===== config.mk =====
export PLATFORM = sky130hd
export DESIGN_NAME = jk_counter_sync
export DESIGN_NICKNAME = d
export VERILOG_FILES = /design/src/rtl/jk_counter_sync.sv
export SDC_FILE = /design/constraint.sdc
export NUM_CORES = 1
export LEC_CHECK = 0
export CORE_ASPECT_RATIO = 1.25
export CORE_UTILIZATION = 30
export CTS_BUF_LIST = sky130_fd_sc_hd__clkbuf_4
export CTS_CLUSTER_DIAMETER = 50
export DETAILED_ROUTE_END_ITERATION = 12
export GPL_TIMING_DRIVEN = 1
export PLACE_DENSITY = 0.62
export SLEW_MARGIN = 15
export SYNTH_ARGS = -nofsm -noshare
export SYNTH_HDL_FRONTEND = slang
export SYNTH_SLANG_ARGS = --single-unit

===== constraint.sdc =====
create_clock -name CK -period 2.7 [get_ports CK]
set_clock_uncertainty 0.15 [all_clocks]
set_input_delay 0.27 -clock CK [delete_from_list [all_inputs] [get_ports CK]]
set_output_delay 0.27 -clock CK [all_outputs]
set_load 0.02 [all_outputs]

===== src/rtl/jk_counter_sync.sv =====
// Synchronous up/down modulo counter built from per-bit JK stages.
// Ports:
//   CK  - clock, all state changes on the rising edge
//   RB  - asynchronous active-low reset (Q <= RST_VAL, CO <= 0)
//   CLR - synchronous clear (highest priority)
//   LD  - synchronous parallel load of D, clamped to MODULUS-1
//   D   - load value
//   EN  - count enable
//   UP  - count direction, 1 = up, 0 = down
//   Q   - registered count
//   TC  - terminal count, combinational from Q and UP
//   CO  - registered one-cycle pulse after a wrapping count edge
module jk_counter_sync #(
  parameter int unsigned WIDTH   = 4,
  parameter int unsigned MODULUS = 10,
  parameter int unsigned RST_VAL = 0
) (
  input  logic             CK,
  input  logic             RB,
  input  logic             CLR,
  input  logic             LD,
  input  logic [WIDTH-1:0] D,
  input  logic             EN,
  input  logic             UP,
  output logic [WIDTH-1:0] Q,
  output logic             TC,
  output logic             CO
);

  localparam int unsigned     W1    = WIDTH + 1;
  // Modulus held at WIDTH+1 bits so MODULUS = 2^WIDTH does not alias to 0.
  localparam logic [WIDTH:0]   MOD_W = W1'(MODULUS);
  localparam logic [WIDTH-1:0] LAST  = WIDTH'(MODULUS - 1);
  localparam logic [WIDTH-1:0] RST_Q = WIDTH'(RST_VAL);

  logic [WIDTH-1:0] q_q, q_d;
  logic             co_q, co_d;
  logic [WIDTH-1:0] nxt;
  logic [WIDTH-1:0] j, k;
  logic [WIDTH:0]   q_ext, inc, dec;

  // Next-count function, then per-bit J/K derived from it.
  always_comb begin
    q_ext = {1'b0, q_q};
    inc   = q_ext + W1'(1);
    dec   = q_ext - W1'(1);
    nxt   = q_q;
    co_d  = 1'b0;

    if (CLR) begin
      nxt = '0;
    end else if (LD) begin
      nxt = ({1'b0, D} < MOD_W) ? D : LAST;
    end else if (EN) begin
      if (q_ext >= MOD_W) begin
        // Out-of-range state recovers to zero on the next count edge.
        nxt = '0;
      end else if (UP) begin
        if (inc == MOD_W) begin
          nxt  = '0;
          co_d = 1'b1;
        end else begin
          nxt = inc[WIDTH-1:0];
        end
      end else begin
        // Borrow out of the extended bit marks the 0 -> MODULUS-1 wrap.
        if (dec[WIDTH]) begin
          nxt  = LAST;
          co_d = 1'b1;
        end else begin
          nxt = dec[WIDTH-1:0];
        end
      end
    end

    // J sets, K resets; J and K are never both asserted for a bit that holds.
    j   = nxt & ~q_q;
    k   = ~nxt & q_q;
    q_d = (j & ~q_q) | (~k & q_q);
  end

  // State register.
  always_ff @(posedge CK or negedge RB) begin
    if (!RB) begin
      q_q  <= RST_Q;
      co_q <= 1'b0;
    end else begin
      q_q  <= q_d;
      co_q <= co_d;
    end
  end

  assign Q  = q_q;
  assign CO = co_q;
  assign TC = UP ? (q_q == LAST) : (q_q == '0);

endmodule


# == Yosys cells after proc, flatten, opt, wreduce, memory -nomap -nowiden ==
# Index checks and enable logic that the tools add are counted.
# totals
reg_bits,5
inputBits,10
output_inout_bits,6
word_cells,33
# op_classes
addsub,2
magnitude_cmp,2
n_eq_ne,2
muxes,16
bitwise,8
reduce_logical,1
# op_table
op,n
4-bit two-way mux,8
4-bit bitwise AND,4
4-bit inverter,3
1-bit two-way mux,8
"4-bit by 1-bit adder with 5-bit output, second input constant",1
"5-bit by 4-bit equality test with 1-bit output, second input constant",1
"4-bit by 1-bit subtractor with 5-bit output, second input constant",1
"4-bit equality test, second input constant",1
"4-bit greater-or-equal comparator, second input constant",1
4-bit zero test,1
"4-bit < comparator, second input constant",1
4-bit bitwise OR,1

# == Logic depth before layout (Yosys ltp) ==
# logic_depth
word_depth,13
mapped_depth,6

# == Worst setup path before layout ==
# Ideal clock, no wire load.
# synth_timing
path_kind,reg-to-reg
start,register q_q[0] (netlist: Q[0])
end,register q_q[3] (netlist: Q[3])
setup_time_ns,0.082
arrival_ns,1.790
required_time_ns,2.468
path_slack_ns,0.678
stages_incl_launch_ff,7
n_path_buf,0
synth_period_minus_slack_ns,2.022
path_cell_list,dfrtp_1 > inv_1 > ha_1 > o31ai_4 > nand2_2 > or4_1 > a31oi_1
# synth_via
elab_chain_len,13
elab_cells_between_ends,18
cone_classes,add/sub: 2; order compare: 1; eq/ne: 1; mux: 7; bitwise: 7
# synth_rtl
item,line_no,source
from (decl),36,"logic [WIDTH-1:0] q_q, q_d;"
from (signal assigned),88,q_q <= q_d;
4-bit by 1-bit adder with 5-bit output,45,inc = q_ext + W1'(1);
5-bit by 4-bit equality test with 1-bit output,59,if (inc == MOD_W) begin
4-bit two-way mux,59,
4-bit two-way mux,58,end else if (UP) begin
4-bit two-way mux (*),55,if (q_ext >= MOD_W) begin
4-bit two-way mux (*),54,end else if (EN) begin
4-bit two-way mux (*),52,end else if (LD) begin
4-bit two-way mux (*),50,if (CLR) begin
4-bit inverter,78,k = ~nxt & q_q;
4-bit bitwise AND,78,
4-bit inverter,79,q_d = (j & ~q_q) | (~k & q_q);
4-bit bitwise AND,79,
4-bit bitwise OR (*),79,
net q_d[3],36,
# Mark *: on every way through the listed nets, which the timed path passes. The rest lies on a longest branch.

# == Final worst setup path ==
# layout_timing
start,register q_q[0] (netlist: Q[0])
end,output TC
# layout_via
elab_chain_len,2
elab_cells_between_ends,3
cone_classes,eq/ne: 1; mux: 1; reduce/logical: 1
# layout_rtl
item,line_no,source
4-bit equality test or 4-bit zero test (tied branches),95,assign TC = UP ? (q_q == LAST) : (q_q == '0);
1-bit two-way mux (*),95,
to (decl),26,"output logic TC,"
# Mark *: on every way between the ends. The rest lies on a longest branch, timed or not.

==> impl_metrics.py <==
metrics = {
    "yosys": {
        "synth_cell_types": 28,
        "yosysSeqAreaShare_pct": 24.4,
        "synth_nets": 77,
        "synth_most_common_cell": "a21oi_1",
        "synth_top_area_cell": "dfrtp_1",
        "syn-mean-instance-area_um2": 8.12,
        "syn_inst": 63,
        "ys_seq_elements": 5,
        "yosys-top-cells-count": "7 x a21oi_1, 6 x inv_1, 5 x a31oi_1, 5 x dfrtp_1",
        "synth_flop_cell": "dfrtp_1",
        "synth_area_um2": 512,
        "synth_area_leaders": "dfrtp_1 24%, ha_1 9.8%, a21oi_1 6.8%, a31oi_1 6.1%, nand4b_1 5.1%",
        "synth_top_area_share_pct": 24.4,
        "synthArstFlopShare_pct": 100,
        "synth-edff-count": 0,
        "yosysWarnings": 0,
    },
    "global_routing": {
        "antenna_found_initial": 0,
        "gr-usage-all-layers_pct": 14.6,
        "grt_pass1_vias": 425,
        "grt_start_max_net_pins": 13,
        "grt-ovfl-total": 0,
        "grt_pass1_wl_um": 1860,
    },
    "floorplan": {
        "die_h_um": 48.2,
        "die_x_um": 38.9,
        "start_util_pct": 32.4,
        "rows": 16,
        "io_pins": 16,
        "die_area_um2": 1880,
        "core_region_area_um2": 1580,
    },
    "place": {
        "gp_congestion": 0.742,
        "place_area_um2": 668,
        "io_buffers": 15,
        "dpl.hpwl_um": 858,
    },
    "setup_path": {
        "arrival_ps": 2060,
        "reg2reg_slack_ps": 570,
        "worst-path-max-fanout": 10,
        "start_kind": "flop",
        "required_ps": 2280,
        "criticalPathCategory": "reg2out",
        "critPathCaptureType": "output pin",
    },
    "cts": {
        "cts_resized": 0,
        "cts_tree": "yes",
        "cts_hold_buf": 0,
        "insertion_delay_ps": 260,
        "numCtsBuffers": 3,
        "clockBufferDepth": 2,
        "post_cts_buffers": 0,
        "cts_htree_levels": 1,
        "clk_pin_slew_ps": 50,
        "cts_root_buf": "clkbuf_4",
        "cts_sinks": 5,
    },
    "timing": {
        "slew_violations": 0,
        "slew_headroom_pct": 73.0,
        "final.setup.tns_ps": 0,
        "grt_setup_unrepaired": "false",
        "setup_viol": 0,
        "worst-slew-pin-transition_ps": 405,
        "min_period_over_period_pct": 91.8,
        "final_hold_viol_count": 0,
        "timing.fmax_mhz": 403,
        "fin_crit_ps": 2480,
    },
    "detailed_routing": {
        "drc": 0,
        "drt-total-wl_um": 1170,
        "avgRoutedWirePerCell_um": 12.1,
        "first_pass_iters": 4,
        "antenna_left": 0,
        "viasPerCell": 5.26,
        "drt_iter0_drc": 13,
        "via_count": 510,
    },
    "layout": {
        "area_growth_syn_to_layout_pct": 36.4,
        "diodes": 0,
        "nFillCells": 169,
        "drive_gt1_share_pct": 10.1,
        "nNetsFinal": 94,
        "stdcell_area_um2": 698,
    },
    "outcome": {
        "status": "complete, no violations",
    },
    "pwr": {
        "peakVddDrop_v": 0.000239,
        "p_per_area_nw_per_um2": 413,
        "cellLeakagePower_nw": 0.285,
    },
    "job": {
        "cap_viol_max_count": 0,
    },
    "min_path": {
        "hp-class": "in2async",
    },
}
## worst paths after layout
check                      from    to  depth (start not counted)
hold reg to reg            Q[1]  Q[1]                          3
setup / recovery           Q[0]    TC                          6
hold / removal               RB    CO                          1
max in group asynchronous    RB  Q[1]                          1
min in group CK            D[1]  Q[1]                          3
setup reg to reg           Q[0]  Q[3]                          6
## power breakdown
group	switching, mW	internal (mW)	leakage, nW
sequential	0.0113	0.0797	0.0661
clock	0.0357	0.0662	0.0184
combinational	0.0473	0.0484	0.200
## routing by layer
metal  track usage (%)  up-vias  wire length (um)
met5                 0        -                 0
met2              22.7       16               554
li1                  -      264                 -
met4              4.14        0                14
met1              18.9      228               544
met3              5.48        2                55
## cells by family after synthesis
family | Yosys count | synth area share (%)
AO/OA/AOI/OAI | 25 | 35.2
adder cells (fa/ha/maj) | 4 | 9.78
buffers and inverters | 10 | 9.04
flip-flops | 5 | 24.4
AND/OR/NAND/NOR | 19 | 21.5
## stage by stage
| stage | std cells | worst slack [ps] | total power, mW | hold slack (ps) | utilization, % |
|---|---|---|---|---|---|
| 2_1_floorplan | 63 | 678 | 0.149 | -176 | - |
| 3_3_place_gp | 93 | 446 | 0.187 | 348 | 42.2 |
| 3_5_place_dp | 93 | 425 | 0.187 | 351 | 42.2 |
| 4_1_cts | 97 | 230 | 0.288 | 83.6 | 44.1 |
| 5_1_grt | 97 | 70.1 | 0.308 | 85.6 | 44.1 |
| 6_report | 97 | 220 | 0.289 | 72.1 | 44.1 |
## worst max-delay path, stage by stage (launching register included)
cell and delay (ps):
dfrtp_1 490, inv_1 140, ha_1 210, nor3b_1 200
a31oi_1 60, nor2_1 100, clkdlybuf4s50_1 600
## state kept, by name, indices dropped and copies added (netlist names)
signal and flops:
Q 4, CO 1
## placed cells by master, fill, tap and decap left out, drive strengths merged
cell and n:
inv 6, nand2b 1, or4 1, a21o 2, a31oi 5, a221oi 2, o21ai 2, clkbuf 4
nand3 1, ha 4, nor3 1, a211o 3, dfrtp 5, o2bb2ai 1, o22ai 1, nor3b 2
nand2 4, nor2b 2, o31ai 1, nand4b 3, o21a 1, clkdlybuf4s50 15, a21oi 7, nor2 4
buf 1
## layout make-up
cell class / count / area [um2] / area share (%)
clock buffer: 4 / 30.0 / 4.30
multi-input combinational: 48 / 340 / 48.7
tap: 18 / 22.5 / 3.23
inverter: 6 / 22.5 / 3.23
timing repair buffer: 16 / 158 / 22.6
sequential: 5 / 125 / 17.9
Note: power is estimated with default switching activity, not from simulation.
